### src/rtl/sii_dmu_pkg.sv
// Shared encodings for the DMU inbound receive path: packet types, FSM states,
// write-burst length, tag field location and the per-lane parity helper.
package sii_dmu_pkg;

    typedef enum logic [1:0] {
        PKT_RD    = 2'd0,
        PKT_WR    = 2'd1,
        PKT_MONDO = 2'd2,
        PKT_PIORD = 2'd3
    } pkt_type_e;

    typedef enum logic [1:0] {
        ST_IDLE = 2'd0,
        ST_WPAY = 2'd1,
        ST_MPAY = 2'd2
    } rx_state_e;

    localparam int WR_BEATS = 4;
    localparam int TAG_LSB  = 64;
    localparam int TAG_W    = 4;
    localparam int NUM_TAGS = 1 << TAG_W;

    // One even-parity bit per 16-bit lane of the data bus.
    function automatic logic [7:0] calc_parity(input logic [127:0] data);
        logic [7:0] par;
        for (int i = 0; i < 8; i++) begin
            par[i] = ^data[16*i +: 16];
        end
        return par;
    endfunction

endpackage

### src/rtl/sii_dmu_wrtag_trk.sv
// Write-tag busy tracker: marks tags busy on WR headers, releases them on
// forward-done (release takes effect before a same-cycle set) and returns wracks.
module sii_dmu_wrtag_trk
    import sii_dmu_pkg::*;
(
    input  logic             clk_i,
    input  logic             rst_l_i,
    input  logic             set_vld_i,
    input  logic [TAG_W-1:0] set_tag_i,
    input  logic             rel_vld_i,
    input  logic [TAG_W-1:0] rel_tag_i,
    output logic             set_err_o,
    output logic             rel_err_o,
    output logic             wrack_vld_o,
    output logic [TAG_W-1:0] wrack_tag_o,
    output logic [4:0]       outstanding_o
);

    logic [NUM_TAGS-1:0] busy_q, busy_d, busy_rel;
    logic                rel_ok;
    logic                wrack_vld_q;
    logic [TAG_W-1:0]    wrack_tag_q;

    always_comb begin
        rel_ok   = rel_vld_i && busy_q[rel_tag_i];
        busy_rel = busy_q;
        if (rel_ok) begin
            busy_rel[rel_tag_i] = 1'b0;
        end
        set_err_o = set_vld_i && busy_rel[set_tag_i];
        rel_err_o = rel_vld_i && !rel_ok;
        busy_d    = busy_rel;
        if (set_vld_i) begin
            busy_d[set_tag_i] = 1'b1;
        end
    end

    always_ff @(posedge clk_i) begin
        if (!rst_l_i) begin
            busy_q      <= '0;
            wrack_vld_q <= 1'b0;
            wrack_tag_q <= '0;
        end else begin
            busy_q      <= busy_d;
            wrack_vld_q <= rel_ok;
            wrack_tag_q <= rel_ok ? rel_tag_i : '0;
        end
    end

    always_comb begin
        outstanding_o = '0;
        for (int i = 0; i < NUM_TAGS; i++) begin
            outstanding_o = outstanding_o + 5'(busy_q[i]);
        end
    end

    assign wrack_vld_o = wrack_vld_q;
    assign wrack_tag_o = wrack_tag_q;

endmodule

### src/rtl/sii_dmu_inbound_rx.sv
// DMU inbound receiver: decodes header cycles, frames payload beats into a
// registered beat stream, checks lane parity and flags protocol violations.
module sii_dmu_inbound_rx
    import sii_dmu_pkg::*;
(
    input  logic         iol2clk,
    input  logic         rst_l,
    input  logic         dmu_sii_hdr_vld,
    input  logic         dmu_sii_reqbypass,
    input  logic         dmu_sii_datareq,
    input  logic         dmu_sii_datareq16,
    input  logic [127:0] dmu_sii_data,
    input  logic [7:0]   dmu_sii_parity,
    input  logic [15:0]  dmu_sii_be,
    input  logic         wr_fwd_done,
    input  logic [3:0]   wr_fwd_tag,
    output logic         pkt_vld,
    output logic         pkt_hdr,
    output logic         pkt_last,
    output logic [1:0]   pkt_type,
    output logic         pkt_bypass,
    output logic [1:0]   pkt_beat,
    output logic [127:0] pkt_data,
    output logic [15:0]  pkt_be,
    output logic         sii_dmu_wrack_vld,
    output logic [3:0]   sii_dmu_wrack_tag,
    output logic         par_err,
    output logic         proto_err,
    output logic [4:0]   wr_outstanding
);

    rx_state_e    state_q, state_d;
    logic [1:0]   beat_q, beat_d;
    pkt_type_e    type_q, type_d;
    logic         bypass_q, bypass_d;

    logic         vld_q, hdr_q, last_q, par_err_q, proto_err_q;
    logic         hdr_d, last_d;
    logic [1:0]   obeat_q, obeat_d;
    logic [127:0] data_q;
    logic [15:0]  be_q;

    pkt_type_e    hdr_type;
    logic         hdr_legal;
    logic         fwd, fsm_proto, wr_set, set_err, rel_err;

    always_comb begin
        hdr_type  = PKT_RD;
        hdr_legal = 1'b1;
        case ({dmu_sii_datareq, dmu_sii_datareq16})
            2'b00:   hdr_type = PKT_RD;
            2'b10:   hdr_type = PKT_WR;
            2'b11:   hdr_type = dmu_sii_reqbypass ? PKT_PIORD : PKT_MONDO;
            default: hdr_legal = 1'b0;
        endcase
    end

    // A header seen while a payload is in flight is ignored and the cycle is still payload.
    always_comb begin
        state_d   = state_q;
        beat_d    = beat_q;
        type_d    = type_q;
        bypass_d  = bypass_q;
        fwd       = 1'b0;
        hdr_d     = 1'b0;
        last_d    = 1'b0;
        obeat_d   = '0;
        fsm_proto = 1'b0;
        wr_set    = 1'b0;
        case (state_q)
            ST_IDLE: begin
                if (dmu_sii_hdr_vld) begin
                    if (!hdr_legal) begin
                        fsm_proto = 1'b1;
                    end else begin
                        fwd      = 1'b1;
                        hdr_d    = 1'b1;
                        type_d   = hdr_type;
                        bypass_d = dmu_sii_reqbypass;
                        beat_d   = '0;
                        case (hdr_type)
                            PKT_RD:  last_d  = 1'b1;
                            PKT_WR: begin
                                state_d = ST_WPAY;
                                wr_set  = 1'b1;
                            end
                            default: state_d = ST_MPAY;
                        endcase
                    end
                end
            end
            ST_WPAY: begin
                fwd       = 1'b1;
                obeat_d   = beat_q;
                fsm_proto = dmu_sii_hdr_vld;
                if (beat_q == 2'(WR_BEATS - 1)) begin
                    last_d  = 1'b1;
                    beat_d  = '0;
                    state_d = ST_IDLE;
                end else begin
                    beat_d = beat_q + 2'd1;
                end
            end
            ST_MPAY: begin
                fwd       = 1'b1;
                last_d    = 1'b1;
                fsm_proto = dmu_sii_hdr_vld;
                state_d   = ST_IDLE;
            end
            default: state_d = ST_IDLE;
        endcase
    end

    sii_dmu_wrtag_trk u_wrtag_trk (
        .clk_i         (iol2clk),
        .rst_l_i       (rst_l),
        .set_vld_i     (wr_set),
        .set_tag_i     (dmu_sii_data[TAG_LSB +: TAG_W]),
        .rel_vld_i     (wr_fwd_done),
        .rel_tag_i     (wr_fwd_tag),
        .set_err_o     (set_err),
        .rel_err_o     (rel_err),
        .wrack_vld_o   (sii_dmu_wrack_vld),
        .wrack_tag_o   (sii_dmu_wrack_tag),
        .outstanding_o (wr_outstanding)
    );

    always_ff @(posedge iol2clk) begin
        if (!rst_l) begin
            state_q     <= ST_IDLE;
            beat_q      <= '0;
            type_q      <= PKT_RD;
            bypass_q    <= 1'b0;
            vld_q       <= 1'b0;
            hdr_q       <= 1'b0;
            last_q      <= 1'b0;
            obeat_q     <= '0;
            data_q      <= '0;
            be_q        <= '0;
            par_err_q   <= 1'b0;
            proto_err_q <= 1'b0;
        end else begin
            state_q     <= state_d;
            beat_q      <= beat_d;
            type_q      <= type_d;
            bypass_q    <= bypass_d;
            vld_q       <= fwd;
            hdr_q       <= hdr_d;
            last_q      <= last_d;
            obeat_q     <= obeat_d;
            par_err_q   <= fwd && (calc_parity(dmu_sii_data) != dmu_sii_parity);
            proto_err_q <= fsm_proto || set_err || rel_err;
            if (fwd) begin
                data_q <= dmu_sii_data;
                be_q   <= dmu_sii_be;
            end
        end
    end

    assign pkt_vld    = vld_q;
    assign pkt_hdr    = hdr_q;
    assign pkt_last   = last_q;
    assign pkt_type   = type_q;
    assign pkt_bypass = bypass_q;
    assign pkt_beat   = obeat_q;
    assign pkt_data   = data_q;
    assign pkt_be     = be_q;
    assign par_err    = par_err_q;
    assign proto_err  = proto_err_q;

endmodule

### config.mk
export PLATFORM = sky130hd
export DESIGN_NAME = sii_dmu_inbound_rx
export DESIGN_NICKNAME = d
export VERILOG_FILES = /design/src/rtl/sii_dmu_pkg.sv /design/src/rtl/sii_dmu_wrtag_trk.sv /design/src/rtl/sii_dmu_inbound_rx.sv
export SDC_FILE = /design/constraint.sdc
export NUM_CORES = 1
export LEC_CHECK = 0
export CAP_MARGIN = 10
export CELL_PAD_IN_SITES_DETAIL_PLACEMENT = 0
export CELL_PAD_IN_SITES_GLOBAL_PLACEMENT = 2
export CORE_MARGIN = 5
export CORE_UTILIZATION = 27
export DETAILED_ROUTE_END_ITERATION = 16
export PLACE_DENSITY = 0.85
export SLEW_MARGIN = 5
export SYNTH_ARGS = -nofsm -noshare
export SYNTH_HDL_FRONTEND = slang
export SYNTH_HIERARCHICAL = 1
export SYNTH_SLANG_ARGS = --single-unit
### constraint.sdc
create_clock -name iol2clk -period 7.7 [get_ports iol2clk]
set_input_delay 2.31 -clock iol2clk [delete_from_list [all_inputs] [get_ports iol2clk]]
set_output_delay 2.31 -clock iol2clk [all_outputs]
set_load 0.02 [all_outputs]
# Word-level counts from Yosys, hierarchy flattened
# Index checks and enable logic that the tools add are counted.
# totals
out_inout_bits,164
register_bits,179
elab_cells,115
# classes
bitwise_logic,3
reduce_logical,29
mux,37
n_lt_le_gt_ge,4
n_addsub,16
n_eq_ne,11
# op_table
op,count
$reduce_xor 16->1,8
$add 5x1->5,14
$mux 16,2
$mux 1,18
$and 16x16->16,1
$not 16->16,1
$or 16x16->16,1
$pmux 2 s2,4
$mux 2,6
$lt 4x5->1 const B,2
$bmux 1 s4,2
$demux 1 s4,2
$eq 2x2->1 const B,4
$ge 4x1->1 const B,2
$ne 2x2->1 const B,4
$ne 8x8->1,1
$logic_and 1x1->1,6
$logic_not 2->1,3
$reduce_and 2->1,3
$reduce_and 3->1,2
$eq 2x1->1 const B,2
$pmux 1 s2,2
$reduce_and 4->1,1
$pmux 1 s3,1
7 further kinds,8

# Depth between registers and ports, before layout
# logic_depth
word_depth,15
mapped_depth,12
depth_no_buf,12

# By module
# Netlist, hierarchy kept.
# by_module_without_submodules
mod,instances,cells_each,seq_area_each_um2,area_each_um2
sii_dmu_inbound_rx,1,813,3163.0,7124.3
sii_dmu_wrtag_trk,1,183,420.4,1631.6

# Least setup slack after synthesis
# No wires, ideal clock.
# synth_path
path_kind,reg2out
start,register u_wrtag_trk.busy_q[0]
end,output port wr_outstanding[2]
arrival_time_ns,3.420
path_stages_with_launch,11
path_slack_ns,1.970
t_required_ns,5.390
path_buffers,0
path_cell_list,dfxtp_1 > inv_1 > fa_1 > fa_1 > fa_1 > fa_1 > inv_1 > ha_1 > inv_1 > fa_1 > xnor2_1
# synth_via
elab_chain_len,15
# synth_lines
element,line,rtl
"start, declared",sii_dmu_wrtag_trk.sv:19,"logic [NUM_TAGS-1:0] busy_q, busy_d, busy_rel;"
"start signal, assigned",sii_dmu_wrtag_trk.sv:44,busy_q <= busy_d;
$add 1x1->2,sii_dmu_wrtag_trk.sv:53,outstanding_o = outstanding_o + 5'(busy_q[i]);
$add 5x1->5 (14 in series),sii_dmu_wrtag_trk.sv:53,
"end, declared",sii_dmu_inbound_rx.sv:29,output logic [4:0] wr_outstanding
# No other way between the ends.

# Worst setup path after layout
# layout_path
start,register u_wrtag_trk.busy_q[0]
end,output port wr_outstanding[4]
# Same word-level chain as after synthesis.

==> run metrics <==
RSZ-0062 raised after global routing no; DIE WIDTH 190 um; DRT Wirelength 29,000 um; Max-Cap Viols 0; number of setup buffers added after CTS 0; vias per cell 4.39; Fill cells 3,311; most used cell, CP fa_1; grt ovf 0; HP Class reg -> reg; number of synthesized flops with an enable pin 0; Worst EP arrival 4.46 ns; num ports ~330; Synth Warn # 6; critical path endpoint category output port; Leak 0.00468 uW; clk sink count around 180; root buffer cell clkbuf_16; Seq/Total Area, Yosys between 40% and 50%; Pins Over Slew Limit 0; most common flop cell mapped by yosys dfxtp_1; actual slew at the worst max-slew pin around 1.1 ns; Fmax 148 MHz; final antenna-violating net count 0; Final Hold Fails 0; Die Span Y 190 um; via count roughly 7,700; PostCTS Resize Cnt 0; worst r2r src state_q[1]; Hold EP pkt_data[47]; Num CTS Buffers 17; Post-Syn Area per Cell 8.79 um2; drt drc 0; top cell type's share of synthesized area 40.9%; minimum clock period around 6.8 ns; H-Tree Depth 4; Total Neg Setup Slack 0 ns; worst-path fanout max 4; Pwr per Cell Area 204 nW/um2; TritonCTS clock tree done; placed cell areas 12,300 um2; Initial Util 27.1%; clock slew at reported path FFs 0.07 ns; CTS Hold Bufs 0; r2r worst-path depth 7; final cell utilization of the core 39.9%; critical path launch point type register; Clock Path Buffers 2; crit-path cells inv_1 -> fa_1 -> fa_1 -> fa_1 -> fa_1 -> inv_1 -> ha_1 -> inv_1 -> fa_1 -> nor2b_1 -> o21a_1 -> clkdlybuf4s50_1; relative slew slack 28.9%; Synth Register Bits 179; share of synthesized registers carrying an async set or reset 0%; GRT Util Overall 15.7%; Syn Inst Count 996; HPWL after DPL 21,400 um; post-synthesis cell type count 53; reg2reg setup slack 4.87 ns; largest net degree at the start of global routing 93; post-route cell area 12,900 um2; vias in the first global route 7,675; synthesized area 8760 um2; global-route wire length before repair 44,500 um; IO buf count 326; final setup fails 0; Avg WL per Cell 16.6 um; Worst R2R End u_wrtag_trk/busy_q[12]; die area between 30,000 and 40,000 um2; crit-path max cell delay 0.59 ns; initial antenna violation count 2; CP Data Required Time around 5.4 ns; Site Rows 66; Final Wtd Congestion 0.856; commonest cells in the netlist nand2_1, dfxtp_1, xnor2_1; core outline area 32,300 um2; Hold Crit Start pkt_data[47]; hold_ws 0.450 ns; Peak VDD IR 0.141 mV; count leader, synth nand2_1; synth top area cells dfxtp_1, nand2_1, xnor2_1, a21boi_0, a21boi_1; hold depth 2; post-synth top area cell dfxtp_1; DRT Pass-1 Iters 5; Syn Nets 1,179; Final Skew 0.00993 ns; Tcrit/Tclk final between 80 and 90%; status completed; Syn-to-layout area delta 47.3%; WS Path Type reg -> out; latest clock arrival within the worst-skew pair 0.44 ns; CP max-delay cell clkdlybuf4s50_1; NumNets Final 1,473; layout cell share with drive strength beyond 1 approximately 4%; DRT iter0 DRCs 423
## cells by family after synthesis
| group | synth area share, % |
|---|---|
| xor+xnor | 13.7 |
| fa+ha+maj | 3.72 |
| buf+inv | 4.79 |
| mux | 2.03 |
| compound gates | 16.9 |
| simple gates | 17.9 |
| flops | 40.9 |
## how the worst max path moves through the flow
stage | startpoint | end | cells past startpoint
detailed placement | u_wrtag_trk/busy_q[11] | wr_outstanding[4] | 12
CTS | u_wrtag_trk/busy_q[0] | wr_outstanding[4] | 12
global placement | u_wrtag_trk/busy_q[11] | wr_outstanding[4] | 12
finish | u_wrtag_trk/busy_q[0] | wr_outstanding[4] | 12
global route | u_wrtag_trk/busy_q[11] | wr_outstanding[4] | 12
floorplan | u_wrtag_trk/busy_q[0] | wr_outstanding[2] | 10
## cells in the final DEF, fill, tap and decap left out, types with 3 or more instances in the layout
cell	instances
clkdlybuf4s50_1	325
nand2_1	305
dfxtp_1	179
xnor2_1	108
a21boi_0	92
a21boi_1	64
inv_1	34
clkbuf_16	17
nor2b_1	11
nor2_1	10
o21ai_0	10
ha_1	10
fa_1	10
a21oi_1	8
and2_1	8
xor2_1	8
xnor3_1	8
mux4_2	7
o31ai_1	7
nand2b_1	5
buf_4	5
nor3b_1	4
nor3_1	4
and3_1	3
inv_6	3
clkinvlp_4	3
clkinv_2	3
o21a_1	3
a31oi_1	3
nand3_1	3
or3_1	3
## cell type report
type | count | area (um2) | area share (%)
clock buffers | 21 | 460 | 3.57
flip-flops and latches | 179 | 3580 | 27.8
diodes | 1 | 2.50 | 0.0194
multi-input cells | 727 | 4760 | 36.9
well taps | 442 | 553 | 4.29
inverters | 34 | 128 | 0.990
repair buffers | 331 | 3310 | 25.7
clock inverters | 11 | 103 | 0.796
## per-stage QoR
step / cells / total power (uW) / setup slack, ns
after floorplan: 996 / 1470 / 1.97
after global placement: 1713 / 1810 / 1.40
after detailed placement: 1713 / 1810 / 1.39
after CTS: 1745 / 2690 / 0.878
after global routing: 1746 / 2780 / 0.683
final: 1746 / 2630 / 0.928
## layer usage
metal | up-vias | global-route usage [%] | routed length (um)
met5 | - | 0 | 13
met4 | 2 | 4.84 | 499
met3 | 34 | 4.53 | 1980
met2 | 267 | 26.1 | 13800
met1 | 3549 | 19.7 | 12700
li1 | 3820 | - | -
## worst max-delay path: cells and delay by family, from the launching register on
family,cells,cell delay (ns)
AO/OA/AOI/OAI,1,0.11
adder cells (fa/ha/maj),6,2.61
buffers and inverters,4,0.79
flip-flops,1,0.38
AND/OR/NAND/NOR,1,0.13
## state kept, by name, summed over array words and instances, names as in the netlist
| signal | cells |
|---|---|
| pkt_type | 2 |
| state_q | 2 |
| pkt_vld | 1 |
| pkt_beat | 2 |
| proto_err | 1 |
| pkt_hdr | 1 |
| beat_q | 2 |
| pkt_be | 16 |
| u_wrtag_trk/wrack_tag_o | 4 |
| u_wrtag_trk/wrack_vld_o | 1 |
| pkt_last | 1 |
| par_err | 1 |
| pkt_data | 128 |
| u_wrtag_trk/busy_q | 16 |
| pkt_bypass | 1 |
## power breakdown
| group | switching [uW] | internal [uW] |
|---|---|---|
| registers | 33.8 | 995 |
| clock network | 397 | 465 |
| logic | 382 | 362 |
| total | 812 | 1820 |
(Power assumes the default switching activity.)
